File: config.mk
export PLATFORM = sky130hd
export DESIGN_NAME = imm_gen_pipe_flat
export DESIGN_NICKNAME = d
export VERILOG_FILES = /design/src/rtl/imm_gen_pipe_if.sv /design/src/rtl/imm_gen_pipe.sv /design/src/flat_wrapper.sv
export SDC_FILE = /design/constraint.sdc
export NUM_CORES = 1
export LEC_CHECK = 0
export ABC_AREA = 1
export ABC_CLOCK_PERIOD_IN_PS = 2650
export BUFFER_PORTS_ARGS = -buffer_cell sky130_fd_sc_hd__buf_2
export CAP_MARGIN = 10
export CORE_MARGIN = 1.5
export CORE_UTILIZATION = 50
export CTS_BUF_LIST = sky130_fd_sc_hd__clkbuf_2
export DETAILED_ROUTE_END_ITERATION = 8
export PLACE_DENSITY = 0.71
export SLEW_MARGIN = 20
export SYNTH_ARGS = -nofsm -noshare
export SYNTH_HDL_FRONTEND = slang
export SYNTH_SLANG_ARGS = --single-unit
export TNS_END_PERCENT = 50
File: constraint.sdc
create_clock -name clk -period 2.65 [get_ports clk]
set_clock_uncertainty 0.2 [all_clocks]
set_input_delay 0.1325 -clock clk [delete_from_list [all_inputs] [get_ports clk]]
set_output_delay 0.1325 -clock clk [all_outputs]
set_load 0.005 [all_outputs]
File: src/rtl/imm_gen_pipe_if.sv
// Handshake bundle between the decode-side producer and the immediate generator.
// master drives instructions and out_ready; slave is the generator.
interface imm_gen_pipe_if #(
    parameter int XLEN  = 32,
    parameter int TAG_W = 5
);
    logic             in_valid;
    logic             in_ready;
    logic [31:0]      in_instr;
    logic [2:0]       in_imm_src;
    logic [TAG_W-1:0] in_tag;
    logic             out_valid;
    logic             out_ready;
    logic [XLEN-1:0]  out_imm;
    logic [TAG_W-1:0] out_tag;
    logic             out_illegal;

    modport master (
        output in_valid, in_instr, in_imm_src, in_tag, out_ready,
        input  in_ready, out_valid, out_imm, out_tag, out_illegal
    );

    modport slave (
        input  in_valid, in_instr, in_imm_src, in_tag, out_ready,
        output in_ready, out_valid, out_imm, out_tag, out_illegal
    );
endinterface

File: src/rtl/imm_gen_pipe.sv
// RISC-V immediate generator; 1-cycle latency from in-transfer to out_valid.
// Backpressure: 2-entry skid buffer, in_ready registered (low only when both entries full).
module imm_gen_pipe #(
    parameter int XLEN  = 32,
    parameter int TAG_W = 5
) (
    input  logic          clk,
    input  logic          rst_n,
    input  logic          flush,
    imm_gen_pipe_if.slave bus
);

    generate
        if (XLEN != 32 && XLEN != 64) begin : g_bad_xlen
            $error("imm_gen_pipe: XLEN must be 32 or 64");
        end
    endgenerate

    typedef enum logic [1:0] {EMPTY, ONE, TWO} state_e;

    typedef struct packed {
        logic [XLEN-1:0]  imm;
        logic [TAG_W-1:0] tag;
        logic             illegal;
    } entry_t;

    state_e      state_q, state_d;
    entry_t      head_q, head_d;
    entry_t      tail_q, tail_d;
    entry_t      new_entry;
    logic        in_ready_q, in_ready_d;
    logic        in_xfer, out_xfer;
    logic [31:0] instr;
    logic        unused_instr;

    assign instr        = bus.in_instr;
    assign unused_instr = ^instr[6:0];

    assign in_xfer  = bus.in_valid && in_ready_q;
    assign out_xfer = (state_q != EMPTY) && bus.out_ready;

    // Size casts of signed operands sign-extend to XLEN; unsigned ones zero-extend.
    always_comb begin
        new_entry     = '0;
        new_entry.tag = bus.in_tag;
        case (bus.in_imm_src)
            3'b000: new_entry.imm = XLEN'($signed(instr[31:20]));
            3'b001: new_entry.imm = XLEN'($signed({instr[31:25], instr[11:7]}));
            3'b010: new_entry.imm = XLEN'($signed({instr[31], instr[7], instr[30:25],
                                                   instr[11:8], 1'b0}));
            3'b011: new_entry.imm = XLEN'($signed({instr[31:12], 12'b0}));
            3'b100: new_entry.imm = XLEN'($signed({instr[31], instr[19:12], instr[20],
                                                   instr[30:21], 1'b0}));
            3'b101: new_entry.imm = XLEN'(instr[19:15]);
            3'b110: new_entry.imm = (XLEN == 64) ? XLEN'(instr[25:20]) : XLEN'(instr[24:20]);
            default: begin
                new_entry.imm     = '0;
                new_entry.illegal = 1'b1;
            end
        endcase
    end

    // head is always the oldest entry and drives the outputs directly.
    always_comb begin
        state_d = state_q;
        head_d  = head_q;
        tail_d  = tail_q;
        if (flush) begin
            state_d = EMPTY;
        end else begin
            case (state_q)
                EMPTY: begin
                    if (in_xfer) begin
                        head_d  = new_entry;
                        state_d = ONE;
                    end
                end
                ONE: begin
                    if (in_xfer && out_xfer) begin
                        head_d = new_entry;
                    end else if (in_xfer) begin
                        tail_d  = new_entry;
                        state_d = TWO;
                    end else if (out_xfer) begin
                        state_d = EMPTY;
                    end
                end
                TWO: begin
                    if (out_xfer) begin
                        head_d  = tail_q;
                        state_d = ONE;
                    end
                end
                default: state_d = EMPTY;
            endcase
        end
        in_ready_d = (state_d != TWO);
    end

    always_ff @(posedge clk or negedge rst_n) begin
        if (!rst_n) begin
            state_q    <= EMPTY;
            head_q     <= '0;
            tail_q     <= '0;
            in_ready_q <= 1'b1;
        end else begin
            state_q    <= state_d;
            head_q     <= head_d;
            tail_q     <= tail_d;
            in_ready_q <= in_ready_d;
        end
    end

    assign bus.in_ready    = in_ready_q;
    assign bus.out_valid   = (state_q != EMPTY);
    assign bus.out_imm     = head_q.imm;
    assign bus.out_tag     = head_q.tag;
    assign bus.out_illegal = head_q.illegal;

endmodule

File: src/flat_wrapper.sv
// flat-port wrapper written by rule: the top's interface ports become plain ports
module imm_gen_pipe_flat 
#(
    parameter int XLEN  = 32,
    parameter int TAG_W = 5
)
  (clk, rst_n, flush, bus_in_valid, bus_in_instr, bus_in_imm_src, bus_in_tag, bus_out_ready, bus_in_ready, bus_out_valid, bus_out_imm, bus_out_tag, bus_out_illegal);
  imm_gen_pipe_if #(.XLEN(XLEN), .TAG_W(TAG_W)) bus_i ();
  input  logic clk;
  input  logic rst_n;
  input  logic flush;
  input wire logic [$bits(bus_i.in_valid)-1:0] bus_in_valid;
  input wire logic [$bits(bus_i.in_instr)-1:0] bus_in_instr;
  input wire logic [$bits(bus_i.in_imm_src)-1:0] bus_in_imm_src;
  input wire logic [$bits(bus_i.in_tag)-1:0] bus_in_tag;
  input wire logic [$bits(bus_i.out_ready)-1:0] bus_out_ready;
  output wire logic [$bits(bus_i.in_ready)-1:0] bus_in_ready;
  output wire logic [$bits(bus_i.out_valid)-1:0] bus_out_valid;
  output wire logic [$bits(bus_i.out_imm)-1:0] bus_out_imm;
  output wire logic [$bits(bus_i.out_tag)-1:0] bus_out_tag;
  output wire logic [$bits(bus_i.out_illegal)-1:0] bus_out_illegal;
  assign bus_i.in_valid = bus_in_valid;
  assign bus_i.in_instr = bus_in_instr;
  assign bus_i.in_imm_src = bus_in_imm_src;
  assign bus_i.in_tag = bus_in_tag;
  assign bus_i.out_ready = bus_out_ready;
  assign bus_in_ready = bus_i.in_ready;
  assign bus_out_valid = bus_i.out_valid;
  assign bus_out_imm = bus_i.out_imm;
  assign bus_out_tag = bus_i.out_tag;
  assign bus_out_illegal = bus_i.out_illegal;
  imm_gen_pipe #(.XLEN(XLEN), .TAG_W(TAG_W)) u_core (.clk(clk), .rst_n(rst_n), .flush(flush), .bus(bus_i));
endmodule
# ---- Word level (Yosys, flattened, before mapping)
# Index checks and enable logic that the tools add are counted.
dict set report word_totals {
  out_inout_bits 40
  inputBits 45
  regBits 79
  elab_cells 45
}
dict set report op_classes {
  eq_ne 12
  reduce_logical 10
  n_mux 13
  bitwise_logic 2
}
# op n
set op_table {}
lappend op_table {{one-hot mux 32 bit (7 select lines)} 1}
lappend op_table {{2-to-1 mux 38 bit} 3}
lappend op_table {{one-hot mux 38 bit (3 select lines)} 1}
lappend op_table {{2-to-1 mux 2 bit} 6}
lappend op_table {{equality test 3 bit (second input constant)} 3}
lappend op_table {{OR reduction 7 bit} 1}
lappend op_table {{equality test 3 x 2 -> 1 bit (second input constant)} 2}
lappend op_table {{!= test 2 x 1 -> 1 bit (second input constant)} 3}
lappend op_table {{one-hot mux 2 bit (3 select lines)} 1}
lappend op_table {{AND reduction 5 bit} 1}
lappend op_table {{AND reduction 4 bit} 1}
lappend op_table {{equality test 3 x 1 -> 1 bit (second input constant)} 1}
lappend op_table {{logical AND 1 bit} 3}
lappend op_table {{zero test 3 bit} 1}
lappend op_table {{nonzero test 3 bit} 1}
lappend op_table {{equality test 2 x 1 -> 1 bit (second input constant)} 1}
lappend op_table {{equality test 2 bit (second input constant)} 1}
lappend op_table {{zero test 2 bit} 1}
lappend op_table {{!= test 2 bit (second input constant)} 1}
lappend op_table {{NOT 1 bit} 2}
lappend op_table {{nonzero test 2 bit} 1}
lappend op_table {{2-to-1 mux 1 bit} 1}

# ---- Depth between registers and ports, before layout
# Gate-level depths: netlist of the first run.
dict set report logic_depth {
  depth_word 8
  ltp_mapped 9
  depth_no_buf 7
}

# ---- Worst setup path before layout of the first run
# Ideal clock, no wire load.
dict set report synth_path {
  path_type {reg2reg}
  start {register u_core.in_ready_q (netlist: u_core.bus.in_ready)}
  end {register u_core.tail_q[37] (netlist name)}
  required_ps 2319
  setup_slack_ps 1100
  synth_period_minus_slack_ps 1550
  path_stages_with_launch 8
  n_path_buf 2
  arrival_ps 1219
  setup_time_ps 131
  cell_sequence {dfstp_2 > nand2_1 > nor2_1 > nand3_1 > buf_4 > buf_2 > nand2_1 > o21ai_0}
}
dict set report synth_between {
  elab_chain_cells 4
}
# item line
set synth_lines {}
lappend synth_lines {{start, declared} imm_gen_pipe.sv:31} ;# logic in_ready_q, in_ready_d;
lappend synth_lines {{start signal, assigned} imm_gen_pipe.sv:110} ;# in_ready_q <= in_ready_d;
lappend synth_lines {{logical AND 1 bit *} imm_gen_pipe.sv:39} ;# assign in_xfer = bus.in_valid && in_ready_q;
lappend synth_lines {{logical AND 1 bit} imm_gen_pipe.sv:79} ;# if (in_xfer && out_xfer) begin
lappend synth_lines {{NOT 1 bit (no source line)} --}
lappend synth_lines {{AND reduction 4 bit (no source line) *} --}
lappend synth_lines {{end signal, assigned} imm_gen_pipe.sv:109} ;# tail_q <= tail_d;
lappend synth_lines {{end, declared} imm_gen_pipe.sv:29} ;# entry_t tail_q, tail_d;
# Mark *: on every way between the ends. The rest lies on a longest branch, timed or not.
# A chain may end at the register's enable or synchronous reset.

# ---- Final worst setup path of the first run
dict set report layout_path {
  start {input port bus_in_imm_src[2]}
  end {register u_core.tail_q[7] (netlist name)}
}
dict set report layout_between {
  elab_chain_cells 2
  elab_cells_between_ends 8
  cone_classes {6 x eq/ne; 1 x mux; 1 x reduce/logical}
}
# item line
set layout_lines {}
lappend layout_lines {{start, declared} flat_wrapper.sv:14} ;# input wire logic [$bits(bus_i.in_imm_src)-1:0] bus_in_imm_src;
lappend layout_lines {{equality test 3 bit, or another cell as far along} imm_gen_pipe.sv:46} ;# case (bus.in_imm_src)
lappend layout_lines {{one-hot mux 32 bit (7 select lines) *} imm_gen_pipe.sv:46}
# Marks and branches as above.

==> results.txt, run 1 <==
Status: completed
Setup CP Type: input port to flip-flop
Clock Sinks: 79
Most common cell on crit path: dlygate4sd3_1
Total die area: 8279 µm²
Vias per inst: 5.199
Setup Buffers After CTS: 0
Crit path time final: 2521 ps
P_int: 2362 µW
Routed WL per cell: 13.82 µm
RSZ-0062 raised after global routing: no
Vias post-DR: 3858
Final Cycle Share: 95.13%
Nets@finish: 683
R2r setup slk: 360 ps
Worst-Skew Late Latency: 570 ps
Setup TNS: 0 ps
Routed wire length: 10250 µm
Top cell family by delay on the critical path: buffers and inverters
Seq cells post-synth: 79
Dominant cell type by area after synthesis: dfrtp_1
Rows: 31
# resized after CTS: 0
Cells along the critical path: dlygate4sd3_1 -> buf_2 -> inv_2 -> a21oi_1 -> nand2_1 -> dlygate4sd3_1 -> nand3_1 -> dlygate4sd3_1 -> nand2_1 -> o21ai_0
Largest net degree at the start of global routing: 80
# diodes: 0
Gp weighted congestion: 0.8447
Leakage power: 0.002813 µW
CP arrival: 2800 ps
Layout area overhead: 30.32%
Core Area: 7370 µm²
Slew margin rel.: 44.54%
Hold Slack: 30.39 ps
Sequential area share after synthesis: 51.10%
Crit path buf inv count: 5
Fin util: 68.46%
Final-report max-slew violation count: 0
DR iter-0 viols: 317
Slew @ Worst Pin: 831.0 ps
Library cells used by synthesis: 20
Req. time, crit path: 2930 ps
HPWL after DPL: 6280 µm
Syn Area/Cell: 7.561 µm²
Global-route wire length before repair: 16910 µm
Combinational power share: 25.8%
Post-Syn Area: 3871 µm²
ANT nets after route: 0
Grt ovf: 0
CP peak stage delay: 600 ps
Crit path max fanout: 13
Final setup vio count: 0
Clk network pwr share: 24.6%
Syn Nets: 557
Share of cells above drive strength 1: 17.42%
Hold Path Class: input port to flip-flop
CTS H-tree depth: 3
Reg power frac: 49.7%
Max Freq: 396.7 MHz
Max cap viols: 0
Vias in the first global route: 3504
Post-synth top area share: 50.42%
CP max-delay cell: dlygate4sd3_1
Final hold violations: 0
Synth Warn #: 0
Switch Pwr: 1096 µW
Largest cells by area after synthesis: dfrtp_1, nand2_1, nor2_1
Chip width: 90.99 µm
DRC Markers: 0
Worst VDD drop: 0.3587 mV
Initial Utilization: 52.53%
Global Route Usage Sum: 25.59%
I/O Pins: 85
Port-buffer cells: 77
Setup crit start kind: input port
Sw Share: 31.69%
Clock root cell: clkbuf_2
Initial antenna violation count: 0
Die Y: 90.99 µm
CTS max path bufs: 2
Router iterations before antenna repair: 5
Pwr per Cell Area: 685.5 nW/µm²
CTS Buf Count: 9
Syn Inst Count: 512
Clk slew on worst S/H paths: 220 ps
CTS tree: built
Worst setup EP type: flip-flop
Fillers: 629
==> per-layer routing <==
metal | track usage (%) | vias up | wire length, µm
li1 | - | 1879 | -
met1 | 35.77 | 1812 | 4438
met2 | 41.11 | 150 | 4981
met3 | 3.099 | 17 | 652
met4 | 9.115 | 0 | 178
met5 | 0 | - | 0
==> cells in the final DEF (no fill, tap or decap) <==
cell and count:
bufinv_16 3, o21ai_1 20, clkinvlp_4 1, inv_2 5
clkinv_2 1, nand2_1 222, nand3_1 31, dfstp_2 1
dfrtp_1 78, o211ai_1 12, buf_16 1, nor2_2 1
nand4_1 6, clkinv_4 1, o21ai_4 1, clkbuf_2 9
nand3_2 1, inv_1 18, buf_2 76, buf_4 7
o21ai_0 19, o31ai_1 1, inv_6 1, nor2_1 48
a21oi_1 16, nand2_2 3, dlygate4sd3_1 60
==> Yosys cell counts <==
cell type	instances
nor2_2	1
inv_1	18
o31ai_1	1
o21ai_0	19
dfrtp_1	78
dfstp_2	1
o21ai_1	20
o211ai_1	12
inv_2	5
nand2_2	3
clkbuf_1	7
a21oi_1	16
o21ai_4	1
buf_4	8
buf_2	10
nand4_1	6
nand3_1	32
nand2_1	222
buf_6	4
nor2_1	48
==> kinds of logic after synthesis <==
group	share of synthesized area [%]
flip-flops	51.10
AO/OA/AOI/OAI	10.05
AND/OR/NAND/NOR	31.93
buffers and inverters	6.917
==> sequential cells by signal (all words and copies together), names as in the netlist <==
register	cells
u_core.tail_q	38
u_core.bus.out_imm	32
u_core.bus.out_tag	5
u_core.state_q	2
u_core.bus.in_ready	1
u_core.bus.out_illegal	1
==> per-stage QoR <==
stage               std cells  setup WS, ps  total power (µW)  cell area (µm²)
global placement          665         819.0              2490             4252
CTS                       740         187.2              3461             5007
detailed placement        665         766.9              2533             4252
floorplan                 512          1100              2212             3871
finish                    742         129.0              3458             5045
global route              742         62.73              3686             5045
==> worst register-to-register path: stages (launching register included) <==
cell and delay [ps]:
dfrtp_1 450, inv_1 80, nand2_1 60, inv_1 610
nor2_1 110, nor2_1 120, dlygate4sd3_1 580, inv_1 50
==> layout make-up <==
cell class / count / area, µm² / share of cell area, %
inverters: 23 / 86.33 / 1.711
multi-input cells: 381 / 1630 / 32.32
clock buffers: 9 / 45.04 / 0.8929
flip-flops and latches: 79 / 1978 / 39.21
repair buffers: 144 / 1061 / 21.03
clock inverters: 7 / 120.1 / 2.381
well taps: 99 / 123.9 / 2.455
==> repair_timing <==
item | in CTS | in global routing
endpoints found under the setup margin | 0 | 0
hold buffers | 59 | 1
endpoints found under the hold margin | 156 | 21
==> power groups by stage <==
stage          clock network, µW  registers [µW]  logic, µW
3_5_place_dp                   0            1740        796
2_1_floorplan                  0            1730        479
3_3_place_gp                   0            1720        768
4_1_cts                      866            1710        881
5_1_grt                      922            1750       1010
6_report                     849            1720        891
==> final timing paths <==
| check | startpoint | to | cells after the start |
|---|---|---|---|
| hold reg to reg | u_core.bus.out_imm[3] | u_core.bus.out_imm[3] | 2 |
| max in group asynchronous | rst_n | u_core.bus.in_ready | 4 |
| setup reg to reg | u_core.state_q[0] | u_core.bus.in_ready | 7 |
| min in group asynchronous | rst_n | u_core.bus.out_tag[4] | 3 |
| hold / removal | bus_in_valid | u_core.tail_q[36] | 7 |
| setup / recovery | bus_in_imm_src[2] | u_core.tail_q[7] | 10 |
(Power assumes the default switching activity.)
==> run 2: changes to the inputs <==
==> constraint.sdc (replaced) <==
create_clock -name clk -period 2.65 [get_ports clk]
set_clock_uncertainty 0.2 [all_clocks]
set_input_delay 0.265 -clock clk [delete_from_list [all_inputs] [get_ports clk]]
set_output_delay 0.265 -clock clk [all_outputs]
set_load 0.005 [all_outputs]
==> run 2 against run 1 <==
  * Fmax grew 8.5%
  * First-iteration DRC count shrank 11%
  * Worst hold slack gained 38 ps
  * Wire length shrank 4.3%
  * Worst setup slack gained 200 ps
  * Non-clock buffer count shrank 15
  * Clock power shrank 37%
  * Register-to-register slack gained 110 ps
  * Core utilization shrank 3.3 points
  * Combinational power shrank 3.6%
  * Critical path depth shrank 6
  * Critical endpoint is now u_core.bus.out_imm[19]
  * Largest cell class unchanged
==> results.txt, run 2 (synthesis results as in run 1) <==
Slew margin rel.: 46.80%
Global Route Usage Sum: 24.81%
Status: completed
Total die area: 8279 µm²
Crit path max fanout: 18
Setup CP Type: input port to asynchronous set/reset pin
Leakage power: 0.002736 µW
CP peak stage delay: 1110 ps
Most common cell on crit path: dlygate4sd3_1
Crit path time final: 2324 ps
Slew @ Worst Pin: 797.2 ps
Setup crit start kind: input port
R2r setup slk: 470 ps
Final-report max-slew violation count: 0
Vias post-DR: 3689
Fin util: 65.14%
Gp weighted congestion: 0.8472
# placed instances: 666
CTS hold repair buffers: 45
Setup TNS: 0 ps
Clk slew on worst S/H paths: 190 ps
Worst VDD drop: 0.3739 mV
Final setup vio count: 0
Vias in the first global route: 3379
CTS Buf Count: 9
Clock Sinks: 79
Share of cells above drive strength 1: 17.68%
Req. time, crit path: 3040 ps
# resized after CTS: 0
Hold Path Class: input port to flip-flop
Initial Utilization: 52.53%
Vias per inst: 5.074
Fillers: 654
Cells along the critical path: dlygate4sd3_1 -> dlygate4sd3_1 -> buf_4 -> dlygate4sd3_1
Crit path buf inv count: 4
Max reg flops: 38
Core Area: 7370 µm²
Global-route wire length before repair: 16410 µm
Routed wire length: 9815 µm
Nets@finish: 668
HPWL after DPL: 6298 µm
# diodes: 0
Largest net degree at the start of global routing: 52
ANT nets after route: 0
Final Cycle Share: 87.69%
Commonest non-fill, non-tap cell in the layout: nand2_1
CP arrival: 2710 ps
DR iter-0 viols: 281
Worst-Skew Late Latency: 510 ps
Top cell family by delay on the critical path: buffers and inverters
Initial antenna violation count: 0
DRC Markers: 0
RSZ-0062 raised after global routing: no
I/O Pins: 85
CP max-delay cell: dlygate4sd3_1
Rows: 31
Worst setup EP type: asynchronous set/reset pin
CTS max path bufs: 2
Pwr per Cell Area: 647.4 nW/µm²
Die Y: 90.99 µm
Grt ovf: 0
Router iterations before antenna repair: 5
Clock root cell: clkbuf_2
Routed WL per cell: 13.50 µm
Largest Register: u_core.tail_q
Port-buffer cells: 77
Max cap viols: 0
Setup Buffers After CTS: 0
Chip width: 90.99 µm
Post-Layout Cell Count: 727
Max Freq: 430.3 MHz
Commonest non-fill, non-tap cells in the layout: nand2_1, dfrtp_1, buf_2
Layout area overhead: 24.01%
Final hold violations: 0
CTS H-tree depth: 3
CTS tree: built
-- run 2: cell types whose count changed in the layout (fill, tap and decap cells not counted) --
cell           change
dlygate4sd3_1     -15
clkbuf_2           +4
bufinv_16          -3
buf_12             +1
buf_16             -1
clkinv_1           +1
clkinv_2           +1
clkinv_4           -1
clkinvlp_4         -1
inv_6              -1
-- run 2: per-stage QoR --
| step | instance area [µm²] | total power (µW) | setup slack [ps] | hold slack, ps |
|---|---|---|---|---|
| after CTS | 4801 | 3127 | 301.3 | 35.66 |
| after floorplan | 3871 | 2212 | 1100 | -230.6 |
| after detailed placement | 4272 | 2534 | 771.4 | 32.45 |
| after global routing | 4801 | 3341 | 189.6 | 75.13 |
| after global placement | 4272 | 2494 | 803.3 | 33.96 |
| final | 4801 | 3108 | 326.2 | 67.94 |
-- run 2: area by class of cell --
| type | count | area (µm²) | share of cell area, % |
|---|---|---|---|
| clock buffer | 13 | 65.06 | 1.355 |
| timing repair buffer | 129 | 903.4 | 18.82 |
| multi-input combinational | 381 | 1630 | 33.96 |
| sequential | 79 | 1978 | 41.20 |
| tap | 99 | 123.9 | 2.580 |
| inverter | 23 | 86.33 | 1.798 |
| clock inverter | 3 | 13.76 | 0.2867 |
-- run 2: worst paths after layout --
path,to,depth (start not counted),startpoint
min in group asynchronous,u_core.bus.out_imm[8],3,rst_n
worst min register to register,u_core.bus.out_imm[8],2,u_core.bus.out_imm[8]
worst max register to register,u_core.bus.in_ready,7,u_core.state_q[0]
max in group clk,u_core.bus.in_ready,7,u_core.state_q[0]
worst max-delay path,u_core.bus.out_imm[19],4,rst_n
worst min-delay path,u_core.tail_q[0],5,bus_in_imm_src[1]
-- run 2: tightest hold or removal path, delay by kind of cell --
family / cells / cell delay [ps]
buf+inv: 1 / 150
compound gates: 1 / 40
simple gates: 3 / 300
-- run 2: power by group --
part           switching (µW)  internal (µW)  total (µW)
logic                     475            384         859
registers                 161           1550        1710
clock network             403            134         537
-- run 2: per-layer routing --
metal  up-vias  part of all wire, %  track usage [%]
li1       1849                    -                -
met3        16                  4.8            3.685
met2       116                   46            37.50
met1      1708                   47            36.05
met4         0                  1.7            9.375
met5         -                    0                0
==> run 3: changes to the inputs <==
--- a/config.mk
+++ b/config.mk
@@ -15,3 +15,3 @@
 export DETAILED_ROUTE_END_ITERATION = 8
-export PLACE_DENSITY = 0.71
+export PLACE_DENSITY = 0.82
 export SLEW_MARGIN = 20
==> constraint.sdc (replaced) <==
create_clock -name clk -period 2.65 [get_ports clk]
set_clock_uncertainty 0.2 [all_clocks]
set_input_delay 0 -clock clk [delete_from_list [all_inputs] [get_ports clk]]
set_output_delay 0 -clock clk [all_outputs]
set_load 0.005 [all_outputs]
==> run 3 against run 2 <==
  * Global-route usage grew 1.8 points
  * Cell area up 7.0%
  * Combinational power rose by 7.7%
  * Final cell count increased by 4.0%
  * Worst setup slack worse by 270 ps
  * Worst hold slack worse by 8.8 ps
  * Total power increased by 8.5%
  * Non-clock buffer count grew 29
  * Critical path type is now flip-flop to flip-flop
==> results.txt, run 3 (synthesis results as in run 1) <==
Status: completed
CTS max path bufs: 2
RSZ-0062 raised after global routing: no
CTS tree: built
Layout area overhead: 32.64%
DRC Markers: 0
Final-report max-slew violation count: 0
Clock Sinks: 79
I/O Pins: 85
Max cap viols: 0
Clk slew on worst S/H paths: 200 ps
Hold Path Class: input port to flip-flop
HPWL after DPL: 6327 µm
Global Route Usage Sum: 26.64%
Global-route wire length before repair: 17700 µm
Nets@finish: 697
Req. time, crit path: 2920 ps
Final worst slack: 51.43 ps
Grt ovf: 0
Largest Register: u_core.tail_q
Most common cell on crit path: dlygate4sd3_1
DR iter-0 viols: 360
Routed WL per cell: 14.17 µm
Crit path buf inv count: 4
Gp weighted congestion: 0.8916
Initial Utilization: 52.53%
Initial antenna violation count: 0
CP peak stage delay: 610 ps
Rows: 31
Max Freq: 384.8 MHz
Total die area: 8279 µm²
Setup crit start: u_core.state_q[1]
CP arrival: 2870 ps
R2R Path Start: u_core.state_q[1]
Final setup vio count: 0
Hold Path Origin: bus_in_tag[2]
Largest net degree at the start of global routing: 80
Setup CP Type: flip-flop to flip-flop
Clock root cell: clkbuf_2
CP max-delay cell: dlygate4sd3_1
Crit path time final: 2599 ps
Routed wire length: 10720 µm
Vias per inst: 5.229
Top cell family by delay on the critical path: buffers and inverters
Commonest non-fill, non-tap cells in the layout: nand2_1, dfrtp_1, buf_2
Crit path max fanout: 24
Commonest non-fill, non-tap cell in the layout: nand2_1
Cells along the critical path: buf_4 -> a21oi_1 -> nand3_2 -> dlygate4sd3_1 -> buf_8 -> o31ai_1 -> dlygate4sd3_1
# diodes: 0
Vias in the first global route: 3795
Pwr per Cell Area: 656.4 nW/µm²
Leakage power: 0.002844 µW
Vias post-DR: 3953
Worst-Skew Late Latency: 520 ps
Core Area: 7370 µm²
Worst Setup Slack post-DPL: 733.4 ps
Final hold violations: 0
Slew margin rel.: 34.04%
ANT nets after route: 0
Final Cycle Share: 98.06%
Share of cells above drive strength 1: 16.74%
CTS H-tree depth: 3
Slew @ Worst Pin: 989.5 ps
Port-buffer cells: 77
Worst setup EP type: flip-flop
Router iterations before antenna repair: 5
Max reg flops: 38
Setup TNS: 0 ps
CTS Buf Count: 9
Chip width: 90.99 µm
Die Y: 90.99 µm
Setup crit start kind: flip-flop
Worst VDD drop: 0.3462 mV
## run 3: cell types whose count changed in the layout (fill, tap and decap cells not counted), sizes merged
cell	before	now
dlygate4sd3	45	74
bufinv	0	2
clkbuf	13	11
## run 3: tightest hold or removal path: cells and delay by family
kind            cells  cell delay (ps)
compound gates      1               70
buf+inv             2              630
simple gates        1               40
## run 3: where the power goes
part           switching, µW  internal, µW
registers                175          1550
clock network            407           313
logic                    507           418
total                   1090          2280
## run 3: path summary, 6_finish.rpt
| kind | to | slack (ps) | cells after the start |
|---|---|---|---|
| min | u_core.tail_q[3] | 60 | 4 |
| min reg2reg | u_core.bus.out_imm[25] | 300 | 2 |
| max reg2reg | u_core.state_q[0] | 50 | 7 |
| min in group asynchronous | u_core.bus.out_imm[8] | 490 | 3 |
| max in group asynchronous | u_core.tail_q[36] | 1110 | 3 |
| max | u_core.state_q[0] | 50 | 7 |
## run 3: layout make-up
cell class | count | area [µm²]
fillers | 602 | 2235
flip-flops and latches | 79 | 1978
multi-input cells | 381 | 1630
repair buffers | 158 | 1189
well taps | 99 | 123.9
inverters | 23 | 86.33
clock inverters | 5 | 72.57
clock buffers | 11 | 55.05
## run 3: timing repair
action                                  in CTS  in global routing
endpoints found under the setup margin       0                  1
gates resized for setup                      0                  2
endpoints found under the hold margin      158                  0
buffers inserted                             0                  2
hold buffers                                74                  0
## run 3: layer usage
layer  global-route usage [%]  up-vias  share of wire [%]
met4                    13.41        0                3.1
met5                        0        -                  0
met1                    36.16     1829                 43
li1                         -     1908                  -
met3                    3.769       33                6.7
met2                    41.73      183                 47
## run 3: per-stage QoR
stage,area [µm²],utilization (%),std cells,hold slack [ps],power [µW]
2_1_floorplan,3871,-,512,-495.6,2212
3_3_place_gp,4244,57.59,664,13.94,2490
3_5_place_dp,4244,57.59,664,23.53,2542
4_1_cts,5112,69.37,754,22.56,3360
5_1_grt,5135,69.68,756,40.95,3584
6_report,5135,69.68,756,59.14,3371
